File: config.mk
export PLATFORM = sky130hd
export DESIGN_NAME = sysid_check_sequencer_flat
export DESIGN_NICKNAME = d
export VERILOG_FILES = /design/src/rtl/sysid_check_sequencer_if.sv /design/src/rtl/sysid_check_sequencer.sv /design/src/flat_wrapper.sv
export SDC_FILE = /design/constraint.sdc
export NUM_CORES = 1
export LEC_CHECK = 0
export BUFFER_PORTS_ARGS = -buffer_cell sky130_fd_sc_hd__buf_2
export CAP_MARGIN = 20
export CORE_UTILIZATION = 40
export CTS_BUF_LIST = sky130_fd_sc_hd__clkbuf_8
export CTS_CLUSTER_SIZE = 25
export DETAILED_ROUTE_END_ITERATION = 10
export PLACE_DENSITY = 0.71
export SETUP_SLACK_MARGIN = 0.1
export SLEW_MARGIN = 20
export SYNTH_ARGS = -nofsm -noshare
export SYNTH_HDL_FRONTEND = slang
export SYNTH_SLANG_ARGS = --single-unit
File: constraint.sdc
create_clock -name i_clock -period 7.6 [get_ports i_clock]
set_clock_uncertainty 0.15 [all_clocks]
set_input_delay 1.52 -clock i_clock [delete_from_list [all_inputs] [get_ports i_clock]]
set_output_delay 1.52 -clock i_clock [all_outputs]
set_load 0.02 [all_outputs]
File: src/rtl/sysid_check_sequencer_if.sv
// Word-read bus with waitrequest stall, used both for the host port and the
// system-ID slave port of the check sequencer.
interface sysid_check_sequencer_if;
    logic        read;
    logic        address;
    logic        waitrequest;
    logic [31:0] readdata;

    modport master (
        output read,
        output address,
        input  waitrequest,
        input  readdata
    );

    modport slave (
        input  read,
        input  address,
        output waitrequest,
        output readdata
    );
endinterface

File: src/rtl/sysid_check_sequencer.sv
// Boot-time checker for the system-ID slave: reads ID and timestamp words, compares
// them with expected values with bounded retries, and otherwise lends the bus to the host.
module sysid_check_sequencer #(
    parameter logic [31:0] EXPECTED_ID    = 32'h43520D20,
    parameter logic [31:0] EXPECTED_TS    = 32'h4C3424BF,
    parameter int unsigned TIMEOUT_CYCLES = 255,
    parameter int unsigned MAX_RETRIES    = 3,
    parameter bit          AUTO_START     = 1'b1
) (
    input  logic                           i_clock,
    input  logic                           i_reset,
    input  logic                           i_start,
    sysid_check_sequencer_if.slave         i_host,
    sysid_check_sequencer_if.master        o_sid,
    output logic                           o_busy,
    output logic                           o_done,
    output logic                           o_id_ok,
    output logic                           o_ts_ok,
    output logic                           o_timeout_err,
    output logic [31:0]                    o_id_value,
    output logic [31:0]                    o_ts_value
);
    typedef enum logic [2:0] {
        S_IDLE,
        S_RD_ID,
        S_RD_TS,
        S_EVAL,
        S_HOST
    } state_t;

    localparam logic [3:0]  RETRY_MAX = 4'(MAX_RETRIES);
    localparam logic [15:0] TMO_LAST  = 16'(TIMEOUT_CYCLES - 1);

    state_t      r_state;
    logic        r_auto;
    logic [3:0]  r_retries;
    logic [15:0] r_tmo_cnt;

    logic w_rd_state;
    logic w_host;
    logic w_accept;
    logic w_timeout;
    logic w_pass_ok;

    assign w_rd_state = (r_state == S_RD_ID) || (r_state == S_RD_TS);
    assign w_host     = (r_state == S_HOST);
    assign w_accept   = w_rd_state && !o_sid.waitrequest;
    assign w_timeout  = w_rd_state && o_sid.waitrequest && (r_tmo_cnt == TMO_LAST);
    assign w_pass_ok  = !o_timeout_err && (o_id_value == EXPECTED_ID) && (o_ts_value == EXPECTED_TS);

    // The host path is purely combinational so a granted host sees the slave directly.
    always_comb begin
        o_sid.read         = w_rd_state || (w_host && i_host.read);
        o_sid.address      = w_host ? i_host.address : (r_state == S_RD_TS);
        i_host.waitrequest = w_host ? o_sid.waitrequest : 1'b1;
        i_host.readdata    = w_host ? o_sid.readdata : 32'h0;
    end

    always_ff @(posedge i_clock or posedge i_reset) begin
        if (i_reset) begin
            r_state       <= S_IDLE;
            r_auto        <= AUTO_START;
            r_retries     <= 4'h0;
            r_tmo_cnt     <= 16'h0;
            o_busy        <= 1'b0;
            o_done        <= 1'b0;
            o_id_ok       <= 1'b0;
            o_ts_ok       <= 1'b0;
            o_timeout_err <= 1'b0;
            o_id_value    <= 32'h0;
            o_ts_value    <= 32'h0;
        end else begin
            r_auto <= 1'b0;
            case (r_state)
                S_IDLE: begin
                    if (i_start || r_auto) begin
                        r_state       <= S_RD_ID;
                        r_retries     <= 4'h0;
                        r_tmo_cnt     <= 16'h0;
                        o_busy        <= 1'b1;
                        o_done        <= 1'b0;
                        o_id_ok       <= 1'b0;
                        o_ts_ok       <= 1'b0;
                        o_timeout_err <= 1'b0;
                    end else if (i_host.read) begin
                        r_state <= S_HOST;
                    end
                end
                S_RD_ID, S_RD_TS: begin
                    if (w_accept) begin
                        r_tmo_cnt <= 16'h0;
                        if (r_state == S_RD_ID) begin
                            o_id_value <= o_sid.readdata;
                            r_state    <= S_RD_TS;
                        end else begin
                            o_ts_value <= o_sid.readdata;
                            r_state    <= S_EVAL;
                        end
                    end else if (w_timeout) begin
                        // Abort lands in EVAL, which forces both verdicts low for this pass.
                        r_tmo_cnt     <= 16'h0;
                        o_timeout_err <= 1'b1;
                        r_state       <= S_EVAL;
                    end else begin
                        r_tmo_cnt <= r_tmo_cnt + 16'd1;
                    end
                end
                S_EVAL: begin
                    r_tmo_cnt <= 16'h0;
                    o_id_ok   <= !o_timeout_err && (o_id_value == EXPECTED_ID);
                    o_ts_ok   <= !o_timeout_err && (o_ts_value == EXPECTED_TS);
                    if (w_pass_ok || (r_retries == RETRY_MAX) || (r_retries == 4'hF)) begin
                        o_done  <= 1'b1;
                        o_busy  <= 1'b0;
                        r_state <= S_IDLE;
                    end else begin
                        r_retries     <= r_retries + 4'd1;
                        o_timeout_err <= 1'b0;
                        r_state       <= S_RD_ID;
                    end
                end
                S_HOST: begin
                    if (i_host.read && !o_sid.waitrequest) begin
                        r_state <= S_IDLE;
                    end
                end
                default: r_state <= S_IDLE;
            endcase
        end
    end
endmodule

File: src/flat_wrapper.sv
// flat-port wrapper written by rule: the top's interface ports become plain ports
module sysid_check_sequencer_flat 
#(
    parameter logic [31:0] EXPECTED_ID    = 32'h43520D20,
    parameter logic [31:0] EXPECTED_TS    = 32'h4C3424BF,
    parameter int unsigned TIMEOUT_CYCLES = 255,
    parameter int unsigned MAX_RETRIES    = 3,
    parameter bit          AUTO_START     = 1'b1
)
  (i_clock, i_reset, i_start, o_busy, o_done, o_id_ok, o_ts_ok, o_timeout_err, o_id_value, o_ts_value, i_host_read, i_host_address, i_host_waitrequest, i_host_readdata, o_sid_read, o_sid_address, o_sid_waitrequest, o_sid_readdata);
  sysid_check_sequencer_if i_host_i ();
  sysid_check_sequencer_if o_sid_i ();
  input  logic i_clock;
  input  logic i_reset;
  input  logic i_start;
  output logic o_busy;
  output logic o_done;
  output logic o_id_ok;
  output logic o_ts_ok;
  output logic o_timeout_err;
  output logic [31:0] o_id_value;
  output logic [31:0] o_ts_value;
  input wire logic [$bits(i_host_i.read)-1:0] i_host_read;
  input wire logic [$bits(i_host_i.address)-1:0] i_host_address;
  output wire logic [$bits(i_host_i.waitrequest)-1:0] i_host_waitrequest;
  output wire logic [$bits(i_host_i.readdata)-1:0] i_host_readdata;
  output wire logic [$bits(o_sid_i.read)-1:0] o_sid_read;
  output wire logic [$bits(o_sid_i.address)-1:0] o_sid_address;
  input wire logic [$bits(o_sid_i.waitrequest)-1:0] o_sid_waitrequest;
  input wire logic [$bits(o_sid_i.readdata)-1:0] o_sid_readdata;
  assign i_host_i.read = i_host_read;
  assign i_host_i.address = i_host_address;
  assign i_host_waitrequest = i_host_i.waitrequest;
  assign i_host_readdata = i_host_i.readdata;
  assign o_sid_read = o_sid_i.read;
  assign o_sid_address = o_sid_i.address;
  assign o_sid_i.waitrequest = o_sid_waitrequest;
  assign o_sid_i.readdata = o_sid_readdata;
  sysid_check_sequencer #(.EXPECTED_ID(EXPECTED_ID), .EXPECTED_TS(EXPECTED_TS), .TIMEOUT_CYCLES(TIMEOUT_CYCLES), .MAX_RETRIES(MAX_RETRIES), .AUTO_START(AUTO_START)) u_core (.i_clock(i_clock), .i_reset(i_reset), .i_start(i_start), .i_host(i_host_i), .o_sid(o_sid_i), .o_busy(o_busy), .o_done(o_done), .o_id_ok(o_id_ok), .o_ts_ok(o_ts_ok), .o_timeout_err(o_timeout_err), .o_id_value(o_id_value), .o_ts_value(o_ts_value));
endmodule
**Word-level counts from Yosys, hierarchy flattened**

Index checks and enable logic that the tools add are counted.

- Reductions and logical operators: 27
- $add $sub $neg: 2
- Eq/ne operators: 17
- Mux-type cells: 30
- Bitwise operators: 1

Operators with widths:

| kind | number |
|---|---|
| 32-bit by 31-bit equality test with 1-bit output (second input constant) | 2 |
| 16-bit two-way mux | 3 |
| 16-bit one-hot mux with 3 select lines | 1 |
| 32-bit two-way mux | 1 |
| 16-bit by 1-bit adder with 16-bit output (second input constant) | 1 |
| 16-bit by 8-bit equality test with 1-bit output (second input constant) | 1 |
| 3-bit two-way mux | 5 |
| 3-bit AND reduction | 5 |
| 3-bit one-hot mux with 4 select lines | 1 |
| 1-bit two-way mux | 11 |
| 1-bit logical AND | 8 |
| 4-bit two-way mux | 2 |
| 1-bit one-hot mux with 2 select lines | 4 |
| 4-bit one-hot mux with 2 select lines | 1 |
| 3-bit by 2-bit equality test with 1-bit output (second input constant) | 2 |
| 2-bit by 1-bit inequality test with 1-bit output (second input constant) | 3 |
| 2-bit inequality test (second input constant) | 3 |
| 1-bit logical OR | 5 |
| 5-bit AND reduction | 1 |
| 4-bit by 1-bit adder with 4-bit output (second input constant) | 1 |
| 4-bit by 2-bit equality test with 1-bit output (second input constant) | 1 |
| 4-bit equality test (second input constant) | 1 |
| 2-bit AND reduction | 2 |
| 3-bit by 1-bit equality test with 1-bit output (second input constant) | 1 |
| other kinds (10) | 11 |

- Input port bits: 38
- Register bits: 93
- Output and inout port bits: 104
- Logic and storage cells: 88

**Depth between registers and ports, before layout**

- Word-level depth: 7
- Mapped depth: 8
- Gate-level depth less buffers: 8

**Worst setup path after synthesis**

Ideal clock, no wire load.

- Path type: input to output
- Start point: in i_host_address
- End point: out o_sid_address
- Path slack: 3.967 ns
- Required time: 5.930 ns
- Arrival time: 1.963 ns
- Buffers on the path: 0
- Stages: 2
- Cell sequence: nand3b_1 -> a21oi_1

- Word-level cells in the longest chain between the ends: 1

RTL lines:

| item | line | source |
|---|---|---|
| start, declared | flat_wrapper.sv:24 | `input wire logic [$bits(i_host_i.address)-1:0] i_host_address;` |
| 1-bit two-way mux | sysid_check_sequencer.sv:54 | `o_sid.address = w_host ? i_host.address : (r_state == S_RD_TS);` |
| end, declared | flat_wrapper.sv:28 | `output wire logic [$bits(o_sid_i.address)-1:0] o_sid_address;` |

No other way between the ends.

**Worst setup path after layout**

- Start point: reg u_core.r_state[0]
- End point: out i_host_readdata[13]

- Word-level cells in the longest chain between the ends: 2

RTL lines:

| item | line | source |
|---|---|---|
| start, declared | sysid_check_sequencer.sv:34 | `state_t r_state;` |
| start signal, assigned | sysid_check_sequencer.sv:61 | `r_state <= S_IDLE;` |
| start signal, assigned | sysid_check_sequencer.sv:77 | `r_state <= S_RD_ID;` |
| start signal, assigned | sysid_check_sequencer.sv:86 | `r_state <= S_HOST;` |
| 3-bit equality test | sysid_check_sequencer.sv:46 | `assign w_host = (r_state == S_HOST);` |
| 32-bit two-way mux | sysid_check_sequencer.sv:56 | `i_host.readdata = w_host ? o_sid.readdata : 32'h0;` |
| end, declared | flat_wrapper.sv:26 | `output wire logic [$bits(i_host_i.readdata)-1:0] i_host_readdata;` |

No other way between the ends.

==> out/qor.csv <==
stage;metric;value;unit
synth;Synth Cell Area;4345;sq um
synth;Synth cell types;53;
detailed_routing;drt pass-1 iters;4;
cells_and_area;area grow syn2layout;23.09;%
global_route;Tot GR Track Use;19.99;%
clock_tree;CTS tree;done;
global_route;global-route wire length before repair;17330;um
setup_path;Worst setup EP type;primary output;
detailed_routing;WL per Instance;17.13;um
synth;Top FF cell, synth;dfrtp_1;
setup_path;CP Class;register to primary output;
setup_path;Cell Chain, Critical Path;nor2_2, buf_4, and3_1, buf_2;
synth;syn nets;398;
timing;Worst slew margin;48.98;%
timing;Min Clock Period, post-route;3.812;ns
synth;Synth Warn #;0;
clock_tree;Post-CTS Hold Fix Bufs;0;
detailed_routing;via count;3345;
power_and_ir_drop;PD cells;387.1;nW/um^2
clock_tree;clk_lat worst skew;0.35;ns
synth;Post-synth EDFFs;0;
timing;Max Fclk;0.2623;GHz
power_and_ir_drop;LEAKAGE;0.002656;uW
clock_tree;CTS root buf;clkbuf_8;
clock_tree;Resized Gates After CTS;0;
setup_path;CP arrival;2.14;ns
synth;share of the synthesized area in the top cell type;52.98;%
global_route;vias in the first global route;3317;
global_route;initial antenna violation count;1;
setup_path;worst-path maximum fanout;24;
detailed_routing;final wirelength;10910;um
die;DIE HEIGHT;106.2;um
place;placed cell count;623;
clock_tree;post-CTS setup buffers;0;
run_status;outcome;completed;
synth;area leader, netlist;dfrtp_1;
detailed_routing;vias per cell;5.251;
job;max_cap viols;0;
synth;syn avg cell area;12.17;sq um
timing;TNS Setup;0;ns
global_route;total gr overflow;0;
min_path;Hold Path Class;register to register;
setup_path;Worst setup SP type;register;
place;Port-buffer cells;141;
global_route;largest net degree at the start of global routing;51;
cells_and_area;fin cells;637;
synth;#FFs+latches synth;93;
place;pre-CTS setup slack;3.907;ns
synth;synth top area cells;dfrtp_1 53%, mux2_2 16%, and3_1 5.0%;
die;Die Wd;106.2;um
clock_tree;CTS Buf Count;9;
clock_tree;clk sink count;93;
setup_path;Slowest-stage cell, CP;nor2_2;
synth;Async SR Flop Fraction;100.0;%
setup_path;buffers and inverters on the worst path;2;
cells_and_area;most common cell after layout, fill and taps aside;buf_2;
detailed_routing;initial drt markers;189;
cells_and_area;layout cells sized above 1;47.11;%
clock_tree;clk buf depth;2;
die;Initial Utilization;41.72;%
place;Post-DP HPWL;7945;um
power_and_ir_drop;Max rail drop VDD;0.0001944;V
clock_tree;H-tree depth;3;
die;Placeable Area;10420;sq um
synth;post-synthesis sequential area ratio;53.58;%
cells_and_area;Diodes inserted;0;
detailed_routing;drt drc;0;
timing;final setup violation count;0;
setup_path;CP Data Required Time;5.93;ns
timing;Slew Viols, Final;0;
setup_path;delay-heaviest family, CP;simple AND/OR/NAND/NOR gates;
place;RD Place Congestion;0.7569;
cells_and_area;most frequent cells in the layout;141 x buf_2, 92 x dfrtp_1, 62 x mux2_2;
timing;unrepaired setup endpoints after global routing;false;
die;die area;11280;sq um
clock_tree;Reg clk slew, reported paths;0.08;ns
timing;final hold vios;0;
synth;Gate Count Post-Synth;357;
timing;worst-margin pin slew;0.7645;ns
timing;final worst slack;3.788;ns
detailed_routing;Routed Antenna Nets;0;
die;Ports;142;
timing;worst hold margin;0.3409;ns
die;Placement Rows;37;
cells_and_area;end-of-flow core utilization;51.35;%
setup_path;Crit path largest cell delay;0.53;ns
cells_and_area;Final #Nets;539;
timing;post-route clock period utilization;50.15;%
[layout make-up]
class | instances | area, sq um
well taps | 136 | 170.2
inverters | 8 | 31.28
multi-input cells | 240 | 1928
fillers | 956 | 5067
repair buffers | 146 | 743.2
flip-flops and latches | 93 | 2328
clock buffers | 9 | 123.9
clock inverters | 5 | 23.77
[per-layer routing]
metal  global-route usage, %  wire length [um]  vias to the layer above
met3                   5.089               592                        9
met4                   5.060               100                        0
met1                   25.50              4829                     1674
li1                        -                 -                     1573
met5                       0                 0                        -
met2                   33.77              5391                       89
[worst paths after layout]
path / startpoint / depth (start not counted) / slack [ns] / endpoint
min in group asynchronous: i_reset / 2 / 1.13 / u_core.o_id_value[31]
max reg2reg: u_core.o_id_value[27] / 6 / 5.24 / u_core.r_state[0]
max: u_core.r_state[0] / 4 / 3.79 / i_host_readdata[13]
max in group asynchronous: i_reset / 3 / 5.06 / u_core.o_id_value[24]
min reg2reg: u_core.o_done / 1 / 0.34 / u_core.o_done
min: u_core.o_done / 1 / 0.34 / u_core.o_done
[report_power, final]
| part | total [uW] | internal (uW) | switching (uW) |
|---|---|---|---|
| clock | 271 | 111 | 159 |
| combinational | 941 | 382 | 559 |
| sequential | 859 | 689 | 170 |
| total | 2070 | 1180 | 888 |
[worst register-to-register path, stage by stage, from the launching register on]
cell and delay, ns:
dfrtp_1 0.41, nor4b_1 0.62, nand4_1 0.16, nor3_1 0.38
and2_1 0.26, o31ai_2 0.11, a2bb2oi_1 0.15
[sequential cells by signal, indices dropped and copies added (netlist names)]
name and flops:
u_core.o_ts_ok 1, u_core.o_done 1, u_core.r_tmo_cnt 16, u_core.o_timeout_err 1
u_core.o_ts_value 32, u_core.r_retries 4, u_core.o_id_value 32, u_core.r_auto 1
u_core.o_id_ok 1, u_core.r_state 3, u_core.o_busy 1
[cells by family after synthesis]
kind of cell / Yosys count / share of synthesized area, %
xor+xnor: 13 / 2.620
other cells: 1 / 0.08630
flops: 93 / 53.58
mux: 66 / 17.05
buf+inv: 24 / 2.332
compound gates: 28 / 5.068
simple gates: 129 / 18.40
fa+ha+maj: 3 / 0.8639
[synth_stat cells (all sizes together), types with 2 or more instances]
library cell	n
nand2b	3
nand2	17
a21o	3
o21ai	5
mux2i	2
nand4	8
ha	3
or4	2
inv	8
nor4bb	3
nor4b	11
buf	9
a21oi	7
nor2	24
nor3	5
nor4	2
nand3	9
clkbuf	7
mux2	64
and2	3
dfrtp	92
xor2	10
xnor2	3
and3	36
o211ai	2
o31ai	3
[metrics by stage]
| step | cell area, sq um | total power, uW |
|---|---|---|
| after detailed placement | 5201 | 1817 |
| after global routing | 5349 | 2195 |
| after floorplan | 4345 | 1470 |
| after CTS | 5349 | 2092 |
| after global placement | 5201 | 1794 |
| final | 5349 | 2071 |
No activity file was read; power rests on OpenSTA's default activity.
